--- src/rtl/pwm_pkg.sv ---
// Shared PWM definitions: duty/phase width, the last phase value, and ramp FSM states.
package pwm_pkg;

  localparam int unsigned PWM_WIDTH = 8;
  localparam logic [PWM_WIDTH-1:0] PWM_MAX = '1;

  typedef enum logic [0:0] {IDLE, RAMP} ramp_state_t;

endpackage

--- src/rtl/pwm_phase_counter.sv ---
// Free-running PWM phase counter; period_end_o flags the last cycle of each period.
module pwm_phase_counter
  import pwm_pkg::*;
#(
  parameter int unsigned WIDTH = PWM_WIDTH
) (
  input  logic clk,
  input  logic rst,
  output logic period_end_o
);

  logic [WIDTH-1:0] phase_q, phase_d;

  always_comb phase_d = phase_q + WIDTH'(1);

  always_ff @(posedge clk or posedge rst) begin
    if (rst) begin
      phase_q <= '0;
    end else begin
      phase_q <= phase_d;
    end
  end

  assign period_end_o = (phase_q == {WIDTH{1'b1}});

endmodule

--- src/rtl/pwm_ramp_ctrl.sv ---
// Duty-cycle ramp sequencer: steps duty_cycle toward a commanded target, changing it
// only on the edge that closes a PWM period so every period runs with a single duty.
module pwm_ramp_ctrl
  import pwm_pkg::*;
#(
  parameter int unsigned WIDTH  = PWM_WIDTH,
  parameter int unsigned RATE_W = 8
) (
  input  logic              clk,
  input  logic              rst,
  input  logic              cmd_valid,
  output logic              cmd_ready,
  input  logic [WIDTH-1:0]  cmd_target,
  input  logic [WIDTH-1:0]  cmd_step,
  input  logic [RATE_W-1:0] cmd_rate,
  input  logic              abort,
  output logic [WIDTH-1:0]  duty_cycle,
  output logic              busy,
  output logic              done,
  output logic              period_end
);

  ramp_state_t       state_q;
  logic [WIDTH-1:0]  duty_q, duty_d;
  logic [WIDTH-1:0]  target_q, step_q;
  logic [RATE_W-1:0] rate_q, rate_cnt_q;
  logic              done_q;
  logic [WIDTH-1:0]  diff;

  pwm_phase_counter #(
    .WIDTH(WIDTH)
  ) u_phase (
    .clk         (clk),
    .rst         (rst),
    .period_end_o(period_end)
  );

  // Candidate duty for the next update; clamps to target so it never overshoots or wraps.
  always_comb begin
    diff = (target_q >= duty_q) ? (target_q - duty_q) : (duty_q - target_q);
    if ((step_q == '0) || (step_q >= diff)) begin
      duty_d = target_q;
    end else if (target_q > duty_q) begin
      duty_d = duty_q + step_q;
    end else begin
      duty_d = duty_q - step_q;
    end
  end

  always_ff @(posedge clk or posedge rst) begin
    if (rst) begin
      state_q    <= IDLE;
      duty_q     <= '0;
      target_q   <= '0;
      step_q     <= '0;
      rate_q     <= '0;
      rate_cnt_q <= '0;
      done_q     <= 1'b0;
    end else begin
      done_q <= 1'b0;
      case (state_q)
        IDLE: begin
          if (cmd_valid) begin
            target_q   <= cmd_target;
            step_q     <= cmd_step;
            rate_q     <= cmd_rate;
            rate_cnt_q <= cmd_rate;
            state_q    <= RAMP;
          end
        end
        RAMP: begin
          // abort takes priority over a coincident period boundary
          if (abort) begin
            state_q <= IDLE;
          end else if (period_end) begin
            if (rate_cnt_q != '0) begin
              rate_cnt_q <= rate_cnt_q - RATE_W'(1);
            end else begin
              duty_q     <= duty_d;
              rate_cnt_q <= rate_q;
              if (duty_d == target_q) begin
                done_q  <= 1'b1;
                state_q <= IDLE;
              end
            end
          end
        end
        default: state_q <= IDLE;
      endcase
    end
  end

  assign cmd_ready  = (state_q == IDLE);
  assign busy       = (state_q == RAMP);
  assign done       = done_q;
  assign duty_cycle = duty_q;

endmodule

--- config.mk ---
export PLATFORM = sky130hd
export DESIGN_NAME = pwm_ramp_ctrl
export DESIGN_NICKNAME = d
export VERILOG_FILES = /design/src/rtl/pwm_pkg.sv /design/src/rtl/pwm_phase_counter.sv /design/src/rtl/pwm_ramp_ctrl.sv
export SDC_FILE = /design/constraint.sdc
export NUM_CORES = 1
export LEC_CHECK = 0
export ABC_CLOCK_PERIOD_IN_PS = 4700
export CAP_MARGIN = 0
export CORE_ASPECT_RATIO = 1.2
export CORE_UTILIZATION = 44
export CTS_BUF_LIST = sky130_fd_sc_hd__clkbuf_4 sky130_fd_sc_hd__clkbuf_8 sky130_fd_sc_hd__clkbuf_16
export DETAILED_ROUTE_END_ITERATION = 10
export GPL_ROUTABILITY_DRIVEN = 0
export PLACE_DENSITY = 0.73
export SYNTH_ARGS = -nofsm -noshare
export SYNTH_HDL_FRONTEND = slang
export SYNTH_SLANG_ARGS = --single-unit
export TNS_END_PERCENT = 100
--- constraint.sdc ---
create_clock -name clk -period 4.7 [get_ports clk]
set_input_delay 0.94 -clock clk [delete_from_list [all_inputs] [get_ports clk]]
set_output_delay 0.94 -clock clk [all_outputs]
set_load 0.02 [all_outputs]
Word level (Yosys, flattened, before mapping)
Cells that the tools add are included.
{"block": "word_totals", "ff_bits": 50, "in_bits": 28, "out_inout_bits": 12, "wordCells": 50}
{"block": "op_classes", "n_addsub": 6, "order_cmp": 3, "n_eq_ne": 5, "muxes": 19, "n_bitwise": 3, "reduce_logical": 6}
{"cell": "8-bit 2-to-1 mux", "count": 7}
{"cell": "8-bit subtractor", "count": 3}
{"cell": "8-bit greater-or-equal comparator", "count": 2}
{"cell": "8-bit one-hot mux with 2 select lines", "count": 1}
{"cell": "1-bit 2-to-1 mux", "count": 10}
{"cell": "8-bit by 1-bit adder with 8-bit output, second input constant", "count": 1}
{"cell": "8-bit adder", "count": 1}
{"cell": "8-bit == test", "count": 1}
{"cell": "8-bit == test, second input constant", "count": 1}
{"cell": "8-bit > comparator", "count": 1}
{"cell": "8-bit logical NOT", "count": 1}
{"cell": "8-bit nonzero test", "count": 1}
{"cell": "8-bit by 1-bit subtractor with 8-bit output, second input constant", "count": 1}
{"cell": "2-bit != test, second input constant", "count": 3}
{"cell": "4-bit AND reduction", "count": 1}
{"cell": "1-bit NOT", "count": 3}
{"cell": "3-bit AND reduction", "count": 1}
{"cell": "1-bit one-hot mux with 2 select lines", "count": 1}
{"cell": "2-bit AND reduction", "count": 1}
{"cell": "1-bit logical OR", "count": 1}

Logic depth before layout (Yosys ltp)
Gate-level depths: netlist of run 1.
{"block": "depth", "ltp_word": 11, "mapped_depth": 21, "depth_no_buf": 19}

Modules after synthesis
Synthesis of run 1 repeated with hierarchy kept, for this count alone.
{"block": "hier_totals", "hier_cells": 400, "hier_area_um2": 3718.6}
{"module": "pwm_ramp_ctrl", "n_inst": 1, "cells_per_inst": 373, "area_per_inst_um2": 3390.8, "seq_area_each_um2": 1051.0}
{"module": "pwm_phase_counter", "n_inst": 1, "cells_per_inst": 27, "area_per_inst_um2": 327.8, "seq_area_each_um2": 200.2}

Worst setup path after synthesis of run 1
No wires, ideal clock.
{"block": "synth_timing", "path_type": "register -> register", "start": "reg duty_q[1], in the netlist duty_cycle[1]", "end": "reg duty_q[4], in the netlist duty_cycle[4]", "setup_ns": 0.125, "arrival_ns": 3.779, "required_ns": 4.575, "slack_ns": 0.796, "path_stages_with_launch": 19, "n_path_buf": 2, "period_less_slack_ns": 3.904, "path_cell_list": "dfrtp_1 inv_1 fa_1 nand3_1 a31oi_2 nor2_2 mux2_2 nand2_1 a21oi_1 o21ai_0 ha_1 a21o_1 a21oi_1 o21ai_0 a21oi_1 buf_2 buf_2 mux2i_1 mux2i_1"}
{"block": "synth_between", "elab_chain_cells": 5, "word_cells_on_any_way": 11, "cone_classes": "add/sub (4); order compare (3); mux (3); reduce/logical (1)"}
{"item": "start: declaration", "line_no": "pwm_ramp_ctrl.sv:24", "rtl": "logic [WIDTH-1:0] duty_q, duty_d;"}
{"item": "start signal: assignment", "line_no": "pwm_ramp_ctrl.sv:79", "rtl": "duty_q <= duty_d;"}
{"item": "8-bit subtractor / 8-bit greater-or-equal comparator (equally long branches)", "line_no": "pwm_ramp_ctrl.sv:40", "rtl": "diff = (target_q >= duty_q) ? (target_q - duty_q) : (duty_q - target_q);"}
{"item": "8-bit 2-to-1 mux", "line_no": "pwm_ramp_ctrl.sv:40"}
{"item": "8-bit greater-or-equal comparator", "line_no": "pwm_ramp_ctrl.sv:41", "rtl": "if ((step_q == '0) || (step_q >= diff)) begin"}
{"item": "1-bit logical OR", "line_no": "pwm_ramp_ctrl.sv:41"}
{"item": "8-bit 2-to-1 mux (*)", "line_no": "pwm_ramp_ctrl.sv:41"}
Every way passes the cells marked *; elsewhere a longest branch is shown, timed or not.
A chain may end at the register's enable or synchronous reset.

Final worst setup path of run 1
{"block": "layout_timing", "start": "reg duty_q[1], in the netlist duty_cycle[1]", "end": "reg duty_q[1], in the netlist duty_cycle[1]"}
Same word-level chain as after synthesis.

==> results_dict.tcl, run 1 <==
set metrics [dict create \
    status "complete, no violations" \
    fin_crit_sh 0.9126 \
    slew_violations 0 \
    clk_latency_ns 0.31 \
    antenna_cells 0 \
    drv_cap 0 \
    worstPathArrival_ns 4.55 \
    clk_pin_slew_ns 0.10 \
    die_h_um 105.6 \
    syn_area_sq_mm 0.003935 \
    synth_area_per_cell_sq_um 9.109 \
    cp-start-kind "flip-flop" \
    seqCellArea_sq_mm 0.001251 \
    endpoint_kind "flip-flop" \
    io_pins 40 \
    holdCritPathClass "reg2reg" \
    p_int_mw 1.242 \
    drive_gt1_frac 0.1004 \
    synth_cell_type_count 60 \
    wl_per_cell_um 14.71 \
    htreeDepth 2 \
    multi_input_area_sq_mm 0.002470 \
    io_buffer_count 39 \
    final.setup.tns_ns 0 \
    cts-root-buf "clkbuf_8" \
    drtAntennaViolNets 0 \
    grt_overflow 0 \
    first_iter_violations 114 \
    p_seq_frac 0.280 \
    synth_edf_count 0 \
    drc 0 \
    cts_resized 0 \
    grt_max_degree 51 \
    holdBufCountCts 0 \
    hold_viol_final 0 \
    p_sw_mw 0.8840 \
    clock_sinks 50 \
    routed_wl_um 8607 \
    power_density_mw_per_mm2 468.1 \
    cp_cell_sequence "inv_1 -> fa_1 -> nand3_1 -> a31oi_2 -> nor2_2 -> buf_4 -> mux2_2 -> nand2_1 -> a21oi_1 -> o21ai_0 -> ha_1 -> a21o_1 -> a21oi_1 -> o21ai_0 -> a21oi_1 -> buf_4 -> nor2_1 -> a211oi_1 -> a21o_1" \
    num_rows 37 \
    min_period_ns 4.289 \
    ys.flop_type "dfrtp_1" \
    synth_nets 497 \
    crit_path_top_delay_cell "dfrtp_1" \
    critical_path_required_ns 4.96 \
    clkPwrFrac 0.151 \
    cts_tree "yes" \
    crit_top_cell "a21oi_1" \
    fillCellCount 840 \
    slew_headroom 0.5755 \
    ir_drop_v 0.0002240 \
    yosys_warnings 0 \
    critPathMaxStageDelay_ns 0.50 \
    initial_core_util 0.4570 \
    clk_path_buf_depth 2 \
    critical_path_class "reg2reg" \
    synthArstFlopShare 1.000 \
    post_cts_buffers 0 \
    dr.pass1.iters 4 \
    synthCells 432 \
    area_growth_pct 15.39 \
    die_width_um 88.33 \
    place_hpwl_um 6567 \
    p_sw_frac 0.4159 \
    core_sq_mm 0.008611 \
    cts_buffers 5 \
    place_area_sq_mm 0.004427 \
    grt_pass1_wl_um 14830 \
    pwr-share-comb 0.569 \
    final_cell_mix "50 x dfrtp_1, 41 x nand2_1, 39 x clkdlybuf4s50_1" \
    vias_per_cell 5.374 \
    setup_viol 0 \
    final_common_cell "dfrtp_1" \
    seq_area_frac_synth 0.3180 \
    rsz0062_at_grt "no" \
    fin_area_sq_mm 0.004541 \
    skew_ns 0.009117 \
    synth-seq-cells 50 \
    grt.total_usage 0.2014 \
    worstMarginPinSlew_ns 0.6367 \
    grt_pass1_vias 3232 \
    crit_fanout 11 \
    final_nets 532 \
    p_leak_nw 2.028 \
    fmax_mhz 233.1 \
    antenna_found_initial 0 \
    vias 3144 \
    dieArea_sq_mm 0.009327 \
]
registers in the layout, indices dropped and copies added (netlist names):
signal	flops
done	1
rate_cnt_q	8
duty_cycle	8
u_phase.phase_q	8
rate_q	8
busy	1
step_q	8
target_q	8
area by class of cell:
class	instances	share of cell area
Tap cell	117	0.03224
Multi-Input combinational cell	332	0.5440
Clock buffer	6	0.01681
Sequential cell	50	0.2756
Inverter	33	0.02728
Clock inverter	2	0.008267
Timing Repair Buffer	45	0.09589
power groups by stage:
stage          clock network, mW  registers, mW  logic (mW)
3_3_place_gp                   0          0.598        1.18
4_1_cts                    0.329          0.593        1.21
2_1_floorplan                  0          0.572       0.988
6_report                   0.321          0.594        1.21
3_5_place_dp                   0          0.602        1.20
5_1_grt                    0.344          0.605        1.36
cell usage after synthesis (6+ instances only):
cell type,count,area [sq um]
mux2_2,17,191.4
xnor2_1,17,148.9
nand3_1,9,45.04
xor2_1,15,131.4
a21o_1,9,67.56
nand4_1,6,37.54
buf_2,8,40.04
mux2i_1,13,130.1
ha_1,34,425.4
nor3_1,6,30.03
inv_1,33,123.9
o21ai_0,30,150.1
dfrtp_1,50,1251
nor2b_1,6,37.54
a21oi_1,26,130.1
nand2_1,41,153.9
nor2_1,34,127.6
through the flow:
| step | setup slack [ns] | util | hold slack (ns) | power, mW | instances |
|---|---|---|---|---|---|
| finish | 0.4107 | 0.5273 | 0.4760 | 2.125 | 585 |
| global route | 0.1446 | 0.5273 | 0.5069 | 2.305 | 585 |
| CTS | 0.4422 | 0.5273 | 0.4829 | 2.131 | 585 |
| detailed placement | 0.4786 | 0.5141 | 0.4690 | 1.802 | 577 |
| global placement | 0.5678 | 0.5141 | 0.4530 | 1.775 | 577 |
| floorplan | 0.7960 | - | 0.4375 | 1.560 | 432 |
metal layers:
layer / track usage / up-vias / part of all wire
li1: - / 1576 / -
met1: 0.2454 / 1492 / 0.43
met2: 0.3538 / 60 / 0.51
met3: 0.03367 / 16 / 0.033
met4: 0.06567 / 0 / 0.026
met5: 0 / - / 0
worst max-delay path, delay by kind of cell (launching register included):
family                     cells  cell delay [ns]
muxes                          1             0.37
and+or+nand+nor                4             0.38
AOI/OAI and AO/OA              9             1.59
buffers and inverters          3             0.61
DFF                            1             0.50
adders and majority gates      2             0.78
worst paths after layout:
kind / start / endpoint / slack (ns) / cells after the start
worst min-delay path: u_phase.phase_q[0] / u_phase.phase_q[0] / 0.48 / 1
max in group asynchronous: rst / rate_cnt_q[4] / 3.17 / 3
worst max register to register: duty_cycle[1] / duty_cycle[1] / 0.41 / 19
worst min register to register: u_phase.phase_q[0] / u_phase.phase_q[0] / 0.48 / 1
min in group asynchronous: rst / step_q[3] / 1.11 / 3
worst max-delay path: duty_cycle[1] / duty_cycle[1] / 0.41 / 19
logic make-up after synthesis:
| kind of cell | count (synthesis) | synth area share |
|---|---|---|
| buf+inv | 50 | 0.05501 |
| mux | 31 | 0.08553 |
| flops | 50 | 0.3180 |
| fa+ha+maj | 37 | 0.1234 |
| simple gates | 128 | 0.1599 |
| xor+xnor | 36 | 0.09412 |
| compound gates | 100 | 0.1641 |
Power figures use the tool's default switching activity.
==> inputs of run 2 (changes only) <==
Settings changed: CAP_MARGIN 0 to not set, CORE_MARGIN set to 5, SLEW_MARGIN set to 20.
==> run 2 against run 1 <==
Non-clock buffer count shrank 4. Worst hold slack worse by 0.00080 ns. Core utilization is 0.93 points lower. Critical endpoint is now done.
==> results_dict.tcl, run 2 (same netlist as run 1, synthesis figures left out) <==
set metrics [dict create \
    num_rows 37 \
    drive_gt1_frac 0.09071 \
    antenna_found_initial 0 \
    cts_tree "yes" \
    io_pins 40 \
    cp_cell_sequence "inv_1 -> ha_1 -> inv_1 -> fa_1 -> nand3_1 -> a31oi_2 -> nor2_2 -> mux2_4 -> mux2_2 -> a31oi_1 -> o211ai_1 -> ha_1 -> nand4_1 -> nor2_1 -> a21oi_1 -> buf_4 -> and3_1 -> a221o_1 -> nor4_2" \
    core_sq_mm 0.008657 \
    fillCellCount 824 \
    initial_core_util 0.4545 \
    routed_wl_um 8319 \
    cts_buffers 5 \
    crit_path_start "target_q[0]" \
    clk_latency_ns 0.31 \
    r2r_cells 19 \
    fmax_mhz 233.2 \
    r2r_start "target_q[0]" \
    grt_pass1_wl_um 14390 \
    setup_viol 0 \
    final_common_cell "dfrtp_1" \
    endpoint_kind "flip-flop" \
    antenna_cells 0 \
    grt_overflow 0 \
    crit_fanout 21 \
    dieArea_sq_mm 0.01094 \
    slew_violations 0 \
    status "complete, no violations" \
    fin_util 0.5180 \
    die_h_um 113.6 \
    grt.total_usage 0.1635 \
    cts_resized 0 \
    worstMarginPinSlew_ns 0.8651 \
    ir_drop_v 0.0001969 \
    cts-root-buf "clkbuf_8" \
    drv_cap 0 \
    vias 3126 \
    critical_path_required_ns 4.92 \
    holdCritPathClass "reg2reg" \
    crit_family "simple AND/OR/NAND/NOR gates" \
    grt_pass1_vias 3158 \
    vias_per_cell 5.390 \
    die_width_um 96.33 \
    grt_max_degree 51 \
    critical_path_class "reg2reg" \
    first_iter_violations 179 \
    holdWs_ns 0.4752 \
    p_leak_nw 1.998 \
    cp-start-kind "flip-flop" \
    critPathBufInv 3 \
    r2r_slack_ns 0.41 \
    clock_sinks 50 \
    final_cell_mix "50 x dfrtp_1, 41 x nand2_1, 39 x clkdlybuf4s50_1" \
    critPathMaxStageDelay_ns 0.44 \
    crit_path_top_delay_cell "dfrtp_1" \
    holdBufCountCts 0 \
    htreeDepth 2 \
    dr.pass1.iters 4 \
    post_cts_buffers 0 \
    final_nets 528 \
    worstSetupPathDepth 19 \
    drtAntennaViolNets 0 \
    power_density_mw_per_mm2 455.9 \
    final.setup.tns_ns 0 \
    place_hpwl_um 6389 \
    hold_viol_final 0 \
    drc 0 \
    min_period_ns 4.288 \
    wl_per_cell_um 14.34 \
    r2r_end "done" \
    fin_crit_sh 0.9122 \
    skew_ns 0.01220 \
    clk_pin_slew_ns 0.10 \
    rsz0062_at_grt "no" \
    clk_path_buf_depth 2 \
    endpoint "done" \
    area_growth_pct 13.96 \
    slew_headroom 0.4232 \
    io_buffer_count 39 \
    worstPathArrival_ns 4.51 \
]
[run 2: cell count changes in the layout (fill, tap and decap cells not counted)]
cell | previous run | this run
clkbuf_4 | 1 | 0
inv_6 | 0 | 2
buf_4 | 6 | 2
inv_2 | 1 | 0
clkinv_2 | 0 | 1
clkinvlp_4 | 1 | 0
bufinv_16 | 1 | 0
[run 2: worst min path at each step]
| stage | start | endpoint | slack [ns] | cells past startpoint |
|---|---|---|---|---|
| floorplan | u_phase.phase_q[7] | u_phase.phase_q[7] | 0.44 | 1 |
| global placement | u_phase.phase_q[7] | u_phase.phase_q[7] | 0.45 | 1 |
| detailed placement | u_phase.phase_q[7] | u_phase.phase_q[7] | 0.46 | 1 |
| CTS | u_phase.phase_q[7] | u_phase.phase_q[7] | 0.48 | 1 |
| global route | u_phase.phase_q[5] | u_phase.phase_q[5] | 0.52 | 1 |
| finish | u_phase.phase_q[7] | u_phase.phase_q[7] | 0.48 | 1 |
[run 2: where the power goes]
group          switching, mW  internal, mW
combinational          0.625         0.563
clock                  0.159         0.106
sequential            0.0918         0.500
[run 2: through the flow]
stage	worst slack [ns]	area, sq um	cells	power [mW]
2_1_floorplan	0.7960	3935	432	1.560
3_3_place_gp	0.6020	4397	573	1.748
3_5_place_dp	0.4576	4397	573	1.785
4_1_cts	0.4374	4483	580	2.057
5_1_grt	0.1249	4484	580	2.234
6_report	0.4125	4484	580	2.045
[run 2: metal layers]
metal	global-route usage	wire (um)	part of all wire
met5	0	0	0
met4	0.05145	191	0.023
met3	0.02309	236	0.028
met2	0.2708	4036	0.49
met1	0.2188	3855	0.46
[run 2: final cells by class]
| class | instances | area, sq um | share of cell area |
|---|---|---|---|
| well taps | 117 | 146.4 | 0.03265 |
| inverters | 33 | 125.1 | 0.02790 |
| clock inverters | 2 | 17.52 | 0.003906 |
| flip-flops and latches | 50 | 1251 | 0.2790 |
| repair buffers | 41 | 405.4 | 0.09040 |
| multi-input cells | 332 | 2470 | 0.5508 |
| clock buffers | 5 | 68.82 | 0.01535 |
==> inputs of run 3 (changes only) <==
Settings changed: ABC_CLOCK_PERIOD_IN_PS 4700 to not set, CORE_UTILIZATION 44 to 35, PLACE_DENSITY 0.73 to 0.63.
==> run 3 against run 2 <==
Core utilization shrank 10 points. Critical endpoint unchanged. Cell count rose by 2.9%. Critical path type unchanged. Die area grew 23%. Critical path depth down 2. Maximum frequency up 1.3%. Global-route usage fell by 2.3 points. Combinational power hardly changed. Clock skew decreased by 0.0052 ns. First-iteration DRC count fell by 16%. Clock-buffer cell count increased by 1.
==> results_dict.tcl, run 3 (same netlist as run 1, synthesis figures left out) <==
set metrics [dict create \
    endpoint "done" \
    rsz0062_at_grt "no" \
    clk_pin_slew_ns 0.07 \
    vias_per_cell 5.281 \
    dr.pass1.iters 4 \
    clock_sinks 50 \
    clkPwrFrac 0.176 \
    crit_path_top_delay_cell "dfrtp_1" \
    grt_overflow 0 \
    drtAntennaViolNets 0 \
    slew_headroom 0.4084 \
    worstSetupPathDepth 17 \
    worstMarginPinSlew_ns 0.8863 \
    cts_buffers 5 \
    dieArea_sq_mm 0.01347 \
    holdBufCountCts 0 \
    area_growth_pct 16.41 \
    fmax_mhz 236.2 \
    place_hpwl_um 6731 \
    p_sw_mw 0.9049 \
    initial_core_util 0.3566 \
    post_cts_buffers 0 \
    multi_input_area_sq_mm 0.002475 \
    die_h_um 126.2 \
    cp_cell_sequence "inv_1 -> ha_1 -> inv_1 -> fa_1 -> nand3_1 -> a21oi_1 -> o22a_1 -> nor2b_1 -> xnor2_1 -> ha_1 -> nor2b_4 -> o31ai_2 -> xnor3_1 -> nor4_2 -> nand4_1 -> a221o_1 -> nor4_2" \
    crit_fanout 10 \
    grt_pass1_vias 3321 \
    hold_viol_final 0 \
    critPathMaxStageDelay_ns 0.42 \
    r2r_cells 17 \
    final_cell_mix "50 x dfrtp_1, 41 x nand2_1, 39 x clkdlybuf4s50_1" \
    grt_max_degree 51 \
    p_sw_frac 0.4143 \
    pwr-share-comb 0.553 \
    p_int_mw 1.279 \
    r2r_start "target_q[0]" \
    cts_tree "yes" \
    fin_area_sq_mm 0.004581 \
    crit_path_start "target_q[0]" \
    antenna_cells 0 \
    drv_cap 0 \
    setup_viol 0 \
    num_rows 42 \
    cts-root-buf "clkbuf_16" \
    grt_pass1_wl_um 15600 \
    r2r_slack_ns 0.47 \
    io_pins 40 \
    clk_path_buf_depth 2 \
    routed_wl_um 9065 \
    final_cells 597 \
    worstPathArrival_ns 4.44 \
    htreeDepth 2 \
    holdCritPathClass "reg2reg" \
    dp_cells 589 \
    clk_latency_ns 0.30 \
    critPathBufInv 2 \
    final.setup.tns_ns 0 \
    cp-start-kind "flip-flop" \
    final_common_cell "dfrtp_1" \
    cts_resized 0 \
    r2r_end "done" \
    wl_per_cell_um 15.18 \
    fin_ws_ns 0.4667 \
    critical_path_class "reg2reg" \
    skew_ns 0.007000 \
    place_area_sq_mm 0.004428 \
    vias 3153 \
    antenna_found_initial 0 \
    fin_crit_sh 0.9007 \
    status "complete, no violations" \
    fillCellCount 1090 \
    drc 0 \
    grt.total_usage 0.1403 \
    ir_drop_v 0.0002299 \
    io_buffer_count 39 \
    drive_gt1_frac 0.09462 \
    final_nets 529 \
    critical_path_required_ns 4.90 \
    first_iter_violations 151 \
    die_width_um 106.8 \
    power_density_mw_per_mm2 476.8 \
    endpoint_kind "flip-flop" \
    p_leak_nw 2.034 \
    crit_family "simple AND/OR/NAND/NOR gates" \
    seqCellArea_sq_mm 0.001251 \
    core_sq_mm 0.01104 \
    min_period_ns 4.233 \
    p_seq_frac 0.271 \
    place_ws_ns 0.5158 \
    slew_violations 0 \
]
==> run 3: cell types whose count changed in the layout (fill, tap and decap cells not counted), sizes merged <==
cell / delta
buf: +1
inv: -2
clkinvlp: +1
clkinv: +1
clkbuf: +1
==> run 3: worst min-delay path by stage <==
stage,end,depth (start not counted),slack (ns),start
global placement,u_phase.phase_q[7],1,0.45,u_phase.phase_q[7]
detailed placement,u_phase.phase_q[7],1,0.46,u_phase.phase_q[7]
finish,u_phase.phase_q[7],1,0.46,u_phase.phase_q[7]
floorplan,u_phase.phase_q[7],1,0.44,u_phase.phase_q[7]
global route,u_phase.phase_q[0],1,0.51,u_phase.phase_q[0]
CTS,u_phase.phase_q[7],1,0.47,u_phase.phase_q[7]
==> run 3: power groups by stage <==
stage          clock [mW]  sequential (mW)  combinational (mW)
4_1_cts             0.390            0.593                1.20
2_1_floorplan           0            0.572               0.988
5_1_grt             0.409            0.607                1.35
3_5_place_dp            0            0.601                1.20
3_3_place_gp            0            0.596                1.17
6_report            0.383            0.593                1.21
==> run 3: routing by layer <==
metal  GRT usage  share of wire
met1      0.1792           0.46
met2      0.2342           0.47
met3     0.02559          0.040
met4     0.05493          0.029
met5           0              0
==> run 3: cell type report <==
class                      instances  area share
inverter                          33     0.02731
tap                              132     0.03606
multi-input combinational        332      0.5403
sequential                        50      0.2731
clock inverter                     2    0.002731
timing repair buffer              42     0.09014
clock buffer                       6     0.03032
==> run 3: stage by stage <==
| step | utilization | hold WS [ns] | total power, mW |
|---|---|---|---|
| 2_1_floorplan | - | 0.4375 | 1.560 |
| 3_3_place_gp | 0.4012 | 0.4511 | 1.766 |
| 3_5_place_dp | 0.4012 | 0.4570 | 1.796 |
| 4_1_cts | 0.4150 | 0.4704 | 2.187 |
| 5_1_grt | 0.4151 | 0.5122 | 2.363 |
| 6_report | 0.4151 | 0.4633 | 2.184 |
